## src/rtl/stitch_sched.sv

```systemverilog
// stitch_sched: merges two camera byte streams into frame memory, splits a keypoint pair into row/col, then streams the blended frame
module stitch_sched #(
   parameter int N  = 450,
   parameter int M  = 450,
   parameter int CH = 3,
   parameter int AW = 21
) (
   input  logic          clk,
   input  logic          rst_n,
   input  logic          l_valid,
   output logic          l_ready,
   input  logic [7:0]    l_data,
   input  logic          r_valid,
   output logic          r_ready,
   input  logic [7:0]    r_data,
   input  logic          kp_valid,
   input  logic [31:0]   kp_left,
   input  logic [31:0]   kp_right,
   output logic          kp_err,
   output logic          mem_we,
   output logic [AW-1:0] mem_waddr,
   output logic [7:0]    mem_wdata,
   output logic          mem_re,
   output logic [AW-1:0] mem_raddr,
   input  logic [7:0]    mem_rdata,
   output logic          out_valid,
   input  logic          out_ready,
   output logic [7:0]    out_data,
   output logic          out_last
);
   typedef enum logic [2:0] {STORE, WAIT_KP, DIV, BLEND, DRAIN} state_t;
   localparam logic [AW-1:0] TOT      = AW'(CH * N * M);
   localparam logic [AW-1:0] ROW      = AW'(CH * M);
   localparam logic [AW-1:0] CHW      = AW'(CH);
   localparam logic [AW-1:0] LAST_ROW = AW'(N - 1);
   localparam logic [AW-1:0] ONE      = AW'(1);
   localparam logic [31:0]   NM       = 32'(N * M);
   localparam logic [31:0]   MW       = 32'(M);
   localparam logic          LEFT     = 1'b0;

   state_t        st;
   logic [AW-1:0] lcnt, rcnt, c1, wm1, off, o, q, rbase;
   logic [31:0]   a1, a2;
   logic          ptr, inflight, inflight_last;
   logic [7:0]    fd [4];
   logic          fl [4];
   logic [1:0]    wp, rp;
   logic [2:0]    cnt;
   logic          ldone, rdone, l_acc, r_acc, pop;

   assign ldone     = lcnt == TOT;
   assign rdone     = rcnt == TOT;
   assign l_ready   = rst_n && st == STORE && !ldone && (!r_valid || rdone || ptr == LEFT);
   assign r_ready   = rst_n && st == STORE && !rdone && (!l_valid || ldone || ptr != LEFT);
   assign l_acc     = l_valid && l_ready;
   assign r_acc     = r_valid && r_ready;
   assign mem_re    = st == BLEND && (4'(cnt) + 4'(inflight) < 4'd4);
   assign mem_raddr = rbase + q + (q < c1 ? '0 : off);
   assign out_valid = cnt != 3'd0;
   assign out_data  = fd[rp];
   assign out_last  = out_valid && fl[rp];
   assign pop       = out_valid && out_ready;

   always_ff @(posedge clk or negedge rst_n) begin
      if (!rst_n) begin
         st            <= STORE;
         lcnt          <= '0;
         rcnt          <= '0;
         ptr           <= LEFT;
         a1            <= '0;
         a2            <= '0;
         c1            <= '0;
         wm1           <= '0;
         off           <= '0;
         o             <= '0;
         q             <= '0;
         rbase         <= '0;
         kp_err        <= 1'b0;
         mem_we        <= 1'b0;
         mem_waddr     <= '0;
         mem_wdata     <= '0;
         inflight      <= 1'b0;
         inflight_last <= 1'b0;
         wp            <= '0;
         rp            <= '0;
         cnt           <= '0;
         for (int i = 0; i < 4; i++) begin
            fd[i] <= '0;
            fl[i] <= 1'b0;
         end
      end else begin
         mem_we <= l_acc || r_acc;
         if (l_acc || r_acc) begin
            mem_waddr <= l_acc ? lcnt : TOT + rcnt;
            mem_wdata <= l_acc ? l_data : r_data;
         end
         kp_err        <= st == WAIT_KP && kp_valid && (kp_left >= NM || kp_right >= NM);
         inflight      <= mem_re;
         inflight_last <= mem_re && o == LAST_ROW && q == wm1;
         if (inflight) begin
            fd[wp] <= mem_rdata;
            fl[wp] <= inflight_last;
            wp     <= wp + 2'd1;
         end
         if (pop)
            rp <= rp + 2'd1;
         cnt <= cnt + 3'(inflight) - 3'(pop);
         case (st)
            STORE: begin
               if (l_acc)
                  lcnt <= lcnt + ONE;
               if (r_acc)
                  rcnt <= rcnt + ONE;
               if (l_valid && !ldone && r_valid && !rdone)
                  ptr <= !ptr;
               if (ldone && rdone)
                  st <= WAIT_KP;
            end
            WAIT_KP: begin
               if (kp_valid && kp_left < NM && kp_right < NM) begin
                  a1 <= kp_left;
                  a2 <= kp_right;
                  st <= DIV;
               end
            end
            DIV: begin
               if (a1 >= MW)
                  a1 <= a1 - MW;
               if (a2 >= MW)
                  a2 <= a2 - MW;
               if (a1 < MW && a2 < MW) begin
                  c1    <= CHW * a1[AW-1:0];
                  wm1   <= CHW * a1[AW-1:0] + ROW - CHW * a2[AW-1:0] - ONE;
                  off   <= TOT + CHW * a2[AW-1:0] - CHW * a1[AW-1:0];
                  o     <= '0;
                  q     <= '0;
                  rbase <= '0;
                  st    <= BLEND;
               end
            end
            BLEND: begin
               if (mem_re) begin
                  q <= q == wm1 ? '0 : q + ONE;
                  if (q == wm1) begin
                     o     <= o + ONE;
                     rbase <= rbase + ROW;
                     if (o == LAST_ROW)
                        st <= DRAIN;
                  end
               end
            end
            DRAIN: begin
               if (pop && fl[rp]) begin
                  lcnt <= '0;
                  rcnt <= '0;
                  ptr  <= LEFT;
                  st   <= STORE;
               end
            end
            default: st <= STORE;
         endcase
      end
   end
endmodule

```

## config.mk

```make
export PLATFORM = sky130hd
export DESIGN_NAME = stitch_sched
export DESIGN_NICKNAME = d
export VERILOG_FILES = /design/src/rtl/stitch_sched.sv
export SDC_FILE = /design/constraint.sdc
export NUM_CORES = 1
export LEC_CHECK = 0
export CAP_MARGIN = 25
export CORE_MARGIN = 2
export CORE_UTILIZATION = 60
export DETAILED_ROUTE_END_ITERATION = 6
export GPL_TIMING_DRIVEN = 0
export PLACE_DENSITY = 0.92
export SETUP_SLACK_MARGIN = 0.4
export SYNTH_ARGS = -nofsm -noshare
export SYNTH_HDL_FRONTEND = slang
export SYNTH_SLANG_ARGS = --single-unit
```

## constraint.sdc

```tcl
create_clock -name clk -period 7.5 [get_ports clk]
set_input_delay 1.875 -clock clk [delete_from_list [all_inputs] [get_ports clk]]
set_output_delay 1.875 -clock clk [all_outputs]
set_load 0.01 [all_outputs]
```

==> results_dict.tcl <==
set metrics [dict create \
    core_area_sq_um 36500 \
    finalHoldViolations 0 \
    rsz0062_at_grt "true" \
    p_int_mw 2.95 \
    final_nets 3041 \
    fin_crit_sh_pct 99.2 \
    clk_pin_slew_worst_paths_ns 0.06 \
    synth-edff-count 0 \
    yosysTopAreaCellShare_pct 35.1 \
    syn_area_sq_um 22200 \
    maxSlewViolCount 0 \
    track_usage_pct 34.0 \
    hold_depth 2 \
    critPathLaunchType "flop" \
    antenna_found_initial 1 \
    cp.arrival_ns 5.56 \
    fin_util_pct 71.3 \
    swShare_pct 23.4 \
    powerDensity_nw_per_um2 148 \
    clk_path_buf_depth 3 \
    synth_ff_type "dfrtp_1" \
    cp-end-kind "output pin" \
    combPwrFrac_pct 8.1 \
    vias_per_cell 6.44 \
    grt_max_degree 129 \
    grt_pass1_wl_um 105000 \
    synth.net_count 2813 \
    antenna_left 0 \
    fmaxAchievable_mhz 134 \
    gp_congestion 1.00 \
    start_util_pct 60.8 \
    synthArstFlopShare_pct 100 \
    syn2layout_area_growth_pct 17.3 \
    finalWorstSetupSlack_ns 0.0622 \
    cts.sinks 311 \
    postSynthCellCount 2485 \
    hp-class "reg2reg" \
    slew_headroom_pct 33.2 \
    drtPass1Iterations 5 \
    cp.required_ns 5.62 \
    ys_ff_latch 311 \
    die_h_um 196 \
    detail_route.wl_per_cell_um 20.9 \
    cts_inserted_buffers 36 \
    fin_crit_ns 7.44 \
    rr_worst_depth 20 \
    hp-start "off[16]$_DFFE_PN0P_" \
    power.switching_uw 900 \
    pwr-share-seq_pct 44.7 \
    drive_gt1_share_pct 8.22 \
    hpwl_um 48800 \
    rr_endpoint "off[20]$_DFFE_PN0P_" \
    grt_pass1_vias 20759 \
    postPlaceCellArea_sq_um 24400 \
    num_rows 70 \
    totalWireLength_um 67100 \
    yosys-top-cells-area "dfrtp_1, ha_1, o21ai_0" \
    synth_cell_types 83 \
    yosys-top-cells-count "dfrtp_1, nand2_1, o21ai_0" \
    dieArea_sq_um 38600 \
    power_leakage_nw 12.1 \
    peakVddDrop_uv 122 \
    worstPathMaxFanout 7 \
    vias 20662 \
    worst_slew_pin_slew_ns 0.977 \
    r2r_start "a1[1]$_DFFE_PN0P_" \
    ys_seq_area_share_pct 35.1 \
    worstHoldEndpoint "off[16]$_DFFE_PN0P_" \
    yosys_warnings 0 \
    drv_cap 0 \
    synth_most_common_cell "dfrtp_1" \
    htree_levels 2 \
    clockPowerShare_pct 47.2 \
    r2r_setup_slack_ns 0.94 \
    power_mw 3.85 \
    pre_cts_slack_ns -1.03 \
    final_cell_count_no_fill 3206 \
    skew_ns 0.0199 \
    die_w_um 196 \
    avgSynthCellArea_sq_um 8.93 \
    outcome "finished clean" \
    root_buffer "clkbuf_16" \
    place_inst 3113 \
    cp-startpoint "q[5]$_DFFE_PN0P_" \
    port_buffers 158 \
    clock_latency_ns 0.53 \
    grt_remaining_overflow 0 \
    cts_tree "built" \
    ios 159 \
    stdcell_area_sq_um 26000 \
    drc 0 \
    criticalPathCategory "reg2out" \
    cts_hold_buf 0 \
    drt-initial-drc-count 2190 \
    finalSetupViolations 0 \
    yosysTopAreaCell "dfrtp_1" \
]
-- critical path, stage by stage (launching register included) --
cell and delay, ns:
dfrtp_2 0.49, ha_1 0.21, a21o_1 0.15, a21o_1 0.15, a21o_1 0.17, a21oi_2 0.13
o21ai_2 0.07, a221oi_2 0.25, buf_4 0.18, o31ai_4 0.06, clkbuf_8 0.16, and2_4 0.14
fa_1 0.52, ha_4 0.19, fa_2 0.37, a21o_1 0.18, a21oi_2 0.16, o21bai_1 0.12
a21oi_2 0.20, o21ai_2 0.10, a211oi_2 0.25, o21bai_1 0.14, a2111o_1 0.39, o211ai_1 0.09
buf_2 0.16
-- logic make-up after synthesis --
| kind of cell | share of synthesized area, % |
|---|---|
| compound gates | 17.7 |
| xor+xnor | 7.44 |
| fa+ha+maj | 14.0 |
| buf+inv | 4.34 |
| flops | 35.1 |
| mux | 3.44 |
| simple gates | 18.0 |
-- cell usage in the layout, fill, tap and decap left out, types with 53 or more instances in the layout --
cell	netlist	final
clkdlybuf4s50_1	0	143
nor3_1	53	53
ha_1	209	202
a21oi_1	169	159
dfrtp_1	311	303
nand2_1	232	232
nor2_1	179	179
nand3_1	62	62
xnor2_1	112	111
o21ai_0	219	212
xor2_1	74	74
clkbuf_1	72	78
inv_1	159	156
-- worst max path at each step --
stage | end | slack (ns) | cells after the start
5_1_grt | mem_raddr[15] | -0.14 | 23
3_5_place_dp | mem_raddr[15] | -1.03 | 23
6_report | mem_raddr[15] | 0.06 | 24
3_3_place_gp | r_ready | -9.60 | 4
4_1_cts | mem_raddr[15] | 0.21 | 23
2_1_floorplan | mem_raddr[15] | 0.49 | 22
-- flip-flops by register name, indices dropped and copies added (netlist names), 20 cells and up --
signal     cells
a1            32
a2            32
c1            21
fd            32
lcnt          21
mem_waddr     21
o             21
off           21
q             21
rbase         20
rcnt          21
wm1           21
-- layer usage --
layer,wire length (um),track usage (%)
met4,4240,19.6
met3,5620,5.54
met2,32100,56.7
met5,0,0
met1,25100,42.2
-- through the flow --
| step | TNS, ns | hold WS (ns) |
|---|---|---|
| floorplan | 0 | 0.430 |
| global placement | -3336.17 | 0.458 |
| detailed placement | -4.96 | 0.462 |
| CTS | 0 | 0.475 |
| global route | -0.241 | 0.506 |
| finish | 0 | 0.473 |
-- cell type report --
class                      count  area, sq um
clock inverter                11          176
buffer                        93          379
sequential                   311         7790
tap                          468          586
inverter                     159          597
antenna                        1         2.50
clock buffer                  51         1020
fill                        2573        10500
timing repair buffer         190         1850
multi-input combinational   1922        13600
-- power by group through the flow --
| stage | registers, mW | clock network, mW | logic [mW] |
|---|---|---|---|
| floorplan | 1.75 | 0 | 0.134 |
| global placement | 1.75 | 0 | 0.294 |
| detailed placement | 1.75 | 0 | 0.310 |
| CTS | 1.72 | 1.82 | 0.316 |
| global route | 1.72 | 1.89 | 0.334 |
| finish | 1.72 | 1.82 | 0.311 |
-- what timing repair did --
action | CTS | global route
gates resized for setup | 56 | 50
buffers inserted | 21 | 9
pin swaps | 29 | 18
setup endpoints to repair | 18 | 13
(Power assumes the default switching activity.)
==> variant 1: new RTL, same settings <==
Re-encode `state_t` (5 states) as Gray code, 3 bits wide.
--- a/src/rtl/stitch_sched.sv
+++ b/src/rtl/stitch_sched.sv
@@ -28,7 +28,7 @@
    output logic [7:0]    out_data,
    output logic          out_last
 );
-   typedef enum logic [2:0] {STORE, WAIT_KP, DIV, BLEND, DRAIN} state_t;
+   typedef enum logic [2:0] {STORE = 3'b000, WAIT_KP = 3'b001, DIV = 3'b011, BLEND = 3'b010, DRAIN = 3'b110} state_t;
    localparam logic [AW-1:0] TOT      = AW'(CH * N * M);
    localparam logic [AW-1:0] ROW      = AW'(CH * M);
    localparam logic [AW-1:0] CHW      = AW'(CH);
Check against the original RTL: no difference found for any inputs over 10 cycles, from zero or initial values and one cycle with rst_n low; not proved beyond that.
==> variant 1 against the unedited design <==
The run now ends with negative setup slack left; first-iteration DRC count decreased by 6.2%; die area about the same; critical path type unchanged; non-clock buffer count fell by 7; routed wire length up 0.55%; global-route usage increased by 0.34 points; setup slack got worse by 0.093 ns; synthesized area about the same; register-to-register slack improved by 1.1 ns; synthesized cell count is 0.93% lower; final area is essentially flat; largest cell class unchanged; critical path depth up 2; worst hold slack improved by 0.0065 ns; sequential cell count unchanged.
Power is not compared: it rests on default switching activity, and its combinational part moved more than twofold at a synthesized area within 25%.
==> variant 1: results (changes against the unedited design) <==
* Status: finished, violations left
* Filler cells at 2,462 (-4.3%)
* Synthesized area at 22,200 sq um (about the same)
* Total track usage at 34.4% (+0.34 points)
* Hpwl dp at 48,800 microns (-0.14%)
* Post-synthesis compound-gate area fraction at 17.4% (-0.34 points)
* Non-clk buf share at 8.46% (-0.10 points)
* FF/Latch Area at 7790 sq um (about the same)
* Distinct cells, synth at 96 (+16%)
* Crit Reg-Reg Endpoint: off[19]
* Clock-cell share at 4.54% (-0.046 points)
* R2R Setup Slk at 2.03 ns (+1.09 ns)
* Largest net degree at the start of global routing at 110 (-15%)
* Clock buffer count from CTS at 35 (-2.8%)
* Violation count after the first detailed-route iteration at 2,054 (-6.2%)
* Rel. slew slack at 29.2% (-4.0 points)
* Largest cells by area after synthesis: dfrtp_1, ha_1, o21ai_0, xor2_1, nand2_1
* Final setup fails at 2 (+2)
* Multi-input gates at 1,897 (-1.3%)
* Via density per instance at 6.46 (+0.25%)
* Setup ws final at -0.0309 ns (-0.0931 ns)
* Adder-cell share of the synthesized area at 14.0% (about the same)
* Failing checks: negative setup slack
* Placed Area at 24,400 sq um (about the same)
* Total Routed Length at 67,400 microns (+0.55%)
* First-pass GRT wire length at 106,000 microns (+0.41%)
* Max FO, Critical Path at 4 (-3)
variant 1: cell count changes in the layout (fill, tap and decap cells not counted), sizes merged, moves of 15 or more:
cell	change
xnor2	-16
nand2b	-18
and2	-29
nand3	+26
nor2b	+24
xor2	+38
a21oi	-17
clkbuf	-15
variant 1: where the power goes:
part / total [mW] / internal [mW] / switching, mW
sequential: 1.85 / 1.77 / 0.0845
combinational: 0.624 / 0.318 / 0.307
clock: 1.81 / 1.08 / 0.730
variant 1: routing by layer:
layer / global-route usage [%] / routed length [microns] / vias to the layer above
li1: - / - / 9151
met1: 43.3 / 25900 / 9929
met2: 58.3 / 32300 / 1157
met3: 5.43 / 5790 / 283
met4: 16.0 / 3430 / 0
met5: 0 / 0 / -
variant 1: kinds of logic after synthesis:
group           Yosys count
compound gates          609
xor+xnor                209
fa+ha+maj               234
buf+inv                 254
flops                   311
mux                      57
simple gates            788
==> variant 2: new RTL, same flow settings <==
Without the edit above. Change the parameter `N` from 450 to 225.
--- a/src/rtl/stitch_sched.sv
+++ b/src/rtl/stitch_sched.sv
@@ -1,6 +1,6 @@
 // stitch_sched: merges two camera byte streams into frame memory, splits a keypoint pair into row/col, then streams the blended frame
 module stitch_sched #(
-   parameter int N  = 450,
+   parameter int N  = 225,
    parameter int M  = 450,
    parameter int CH = 3,
    parameter int AW = 21
Behaviour: not the same (Yosys sat finds a counterexample within 4 cycles, from zero or initial values and one cycle with rst_n low).
==> variant 2 against the unedited design <==
The run now ends with negative setup slack left; synthesized area shrank 1.1%; sequential cell count is the same; die area shrank 1.1%; largest power group unchanged; synthesized cell count shrank 1.5%; register-to-register slack gained 0.88 ns; setup slack lost 0.13 ns; critical path type unchanged; non-clock buffer count shrank 7; via count shrank 2.3%; global-route usage shrank 0.50 points; routed wire length shrank 3.0%; final area shrank 0.85%; clock skew shrank 0.0034 ns; power grew 2.1%.
==> variant 2: results (changes against the unedited design) <==
* Status: finished, violations left
* Failing checks: negative setup slack
* TritonRoute pass-1 iters at 7 (+2)
* Mapped Cells at 2,448 (-1.5%)
* Worst path max stage delay at 0.54 ns (+0.02 ns)
* Placed Area at 24,200 sq um (-1.0%)
* Arrival @ worst endpoint at 5.69 ns (+0.13 ns)
* Syn_nets at 2,774 (-1.4%)
* Setup ws final at -0.0700 ns (-0.132 ns)
* Non-CTS inverters at 175 (+10%)
* Vias at 20,177 (-2.3%)
* Violation count after the first detailed-route iteration at 2,242 (+2.4%)
* Postcts setup bufs at 18 (-14%)
* Setup TNS at -0.0762 ns (-0.0762 ns)
* GPL Wtd Cong at 0.985 (-1.7%)
* Register share of the cell area at 30.2% (+0.28 points)
* CLK BUF at 46 (-9.8%)
* Hpwl dp at 46,500 microns (-4.7%)
* Layout cells sized above 1 at 8.71% (+0.49 points)
* N_diodes at 1 (unchanged)
* WL per Instance at 20.5 microns (-1.8%)
* Clk pin slew, worst setup/hold paths at 0.06 ns (about the same)
* VDD IR max at 0.136 mV (+11%)
* Synthesized area at 21,900 sq um (-1.1%)
* Psw at 921 uW (+2.3%)
* Initial antenna violation count at 0 (-1)
* Largest cells by area after synthesis: dfrtp_1, ha_1, o21ai_0, xor2_1, xnor2_1
* Nets at 2,998 (-1.4%)
* Pwr Total at 3.93 mW (+2.1%)
* Setup Slack @ Placement at -0.781 ns (+0.250 ns)
* Syn. warnings at 0 (unchanged)
* Commonest cells post-synth: dfrtp_1, nand2_1, o21ai_0
* First-pass GRT wire length at 103,000 microns (-1.7%)
* Flop pwr share at 43.8% (-0.9 points)
* Static Leak at 12.0 nW (-1.2%)
* Largest net degree at the start of global routing at 121 (-6.2%)
* Clock group total power at 1.89 mW (+4%)
* Distinct cells, synth at 92 (+11%)
* Sequential cell area fraction in the yosys report at 35.5% (+0.40 points)
* Cells after DPL at 3,076 (-1.2%)
* Final Skew at 0.0165 ns (-0.00344 ns)
* Rel. slew slack at 38.1% (+5.0 points)
* Post-cts resize count at 80 (+43%)
* Non-clk buf share at 8.43% (-0.13 points)
* Filler cells at 2,485 (-3.4%)
* Non-clk bufs at 276 (-2.5%)
* Clock buffer count from CTS at 36 (unchanged)
* Design area at 25,800 sq um (-0.85%)
* Multi-input gates at 1,872 (-2.6%)
* Final setup fails at 2 (+2)
* Seq cells at 311 (unchanged)
* Worst path slowest cell: dfrtp_1
* Fin cells at 3,167 (-1.2%)
* Total track usage at 33.5% (-0.50 points)
==> variant 2: cell types whose count changed after synthesis, moves of 7 or more <==
cell | before | now
a21o_1 | 47 | 36
a31oi_1 | 19 | 12
and2_1 | 38 | 28
buf_1 | 9 | 2
inv_1 | 159 | 175
nand2_1 | 232 | 220
nand2b_1 | 30 | 23
nor2_1 | 179 | 201
nor3_1 | 53 | 42
o211ai_1 | 12 | 5
o21a_1 | 22 | 15
xnor2_1 | 112 | 99
xor2_1 | 74 | 104
==> variant 2: kinds of logic after synthesis <==
group,synth area share (%)
adders and majority gates,14.1
and+or+nand+nor,17.5
DFF,35.5
AOI/OAI and AO/OA,16.8
buffers and inverters,4.64
muxes,3.43
xor gates and xnor gates,8.10
==> variant 2: worst max-delay path: cells and delay by family (launching register included) <==
| kind | cells | cell delay [ns] |
|---|---|---|
| xor+xnor | 1 | 0.20 |
| buf+inv | 3 | 0.50 |
| fa+ha+maj | 3 | 1.03 |
| compound gates | 12 | 2.21 |
| simple gates | 4 | 0.66 |
| flops | 1 | 0.54 |
==> variant 2: metal layers <==
layer	global-route usage, %	up-vias	wire, microns
li1	-	9042	-
met1	42.1	9673	24900
met2	56.4	1205	30900
met3	6.06	257	6210
met4	15.8	0	3110
met5	0	-	0
==> variant 2: path summary, 6_finish.rpt <==
| kind | startpoint | endpoint | slack (ns) | cells past startpoint |
|---|---|---|---|---|
| worst min-delay path | c1[10] | c1[10] | 0.48 | 2 |
| worst max-delay path | q[8] | mem_raddr[20] | -0.07 | 23 |
| min in group asynchronous | rst_n | rbase[15] | 1.29 | 1 |
| worst max register to register | a1[1] | wm1[20] | 1.82 | 22 |
| max in group asynchronous | rst_n | a2[27] | 4.68 | 3 |
| worst min register to register | c1[10] | c1[10] | 0.48 | 2 |
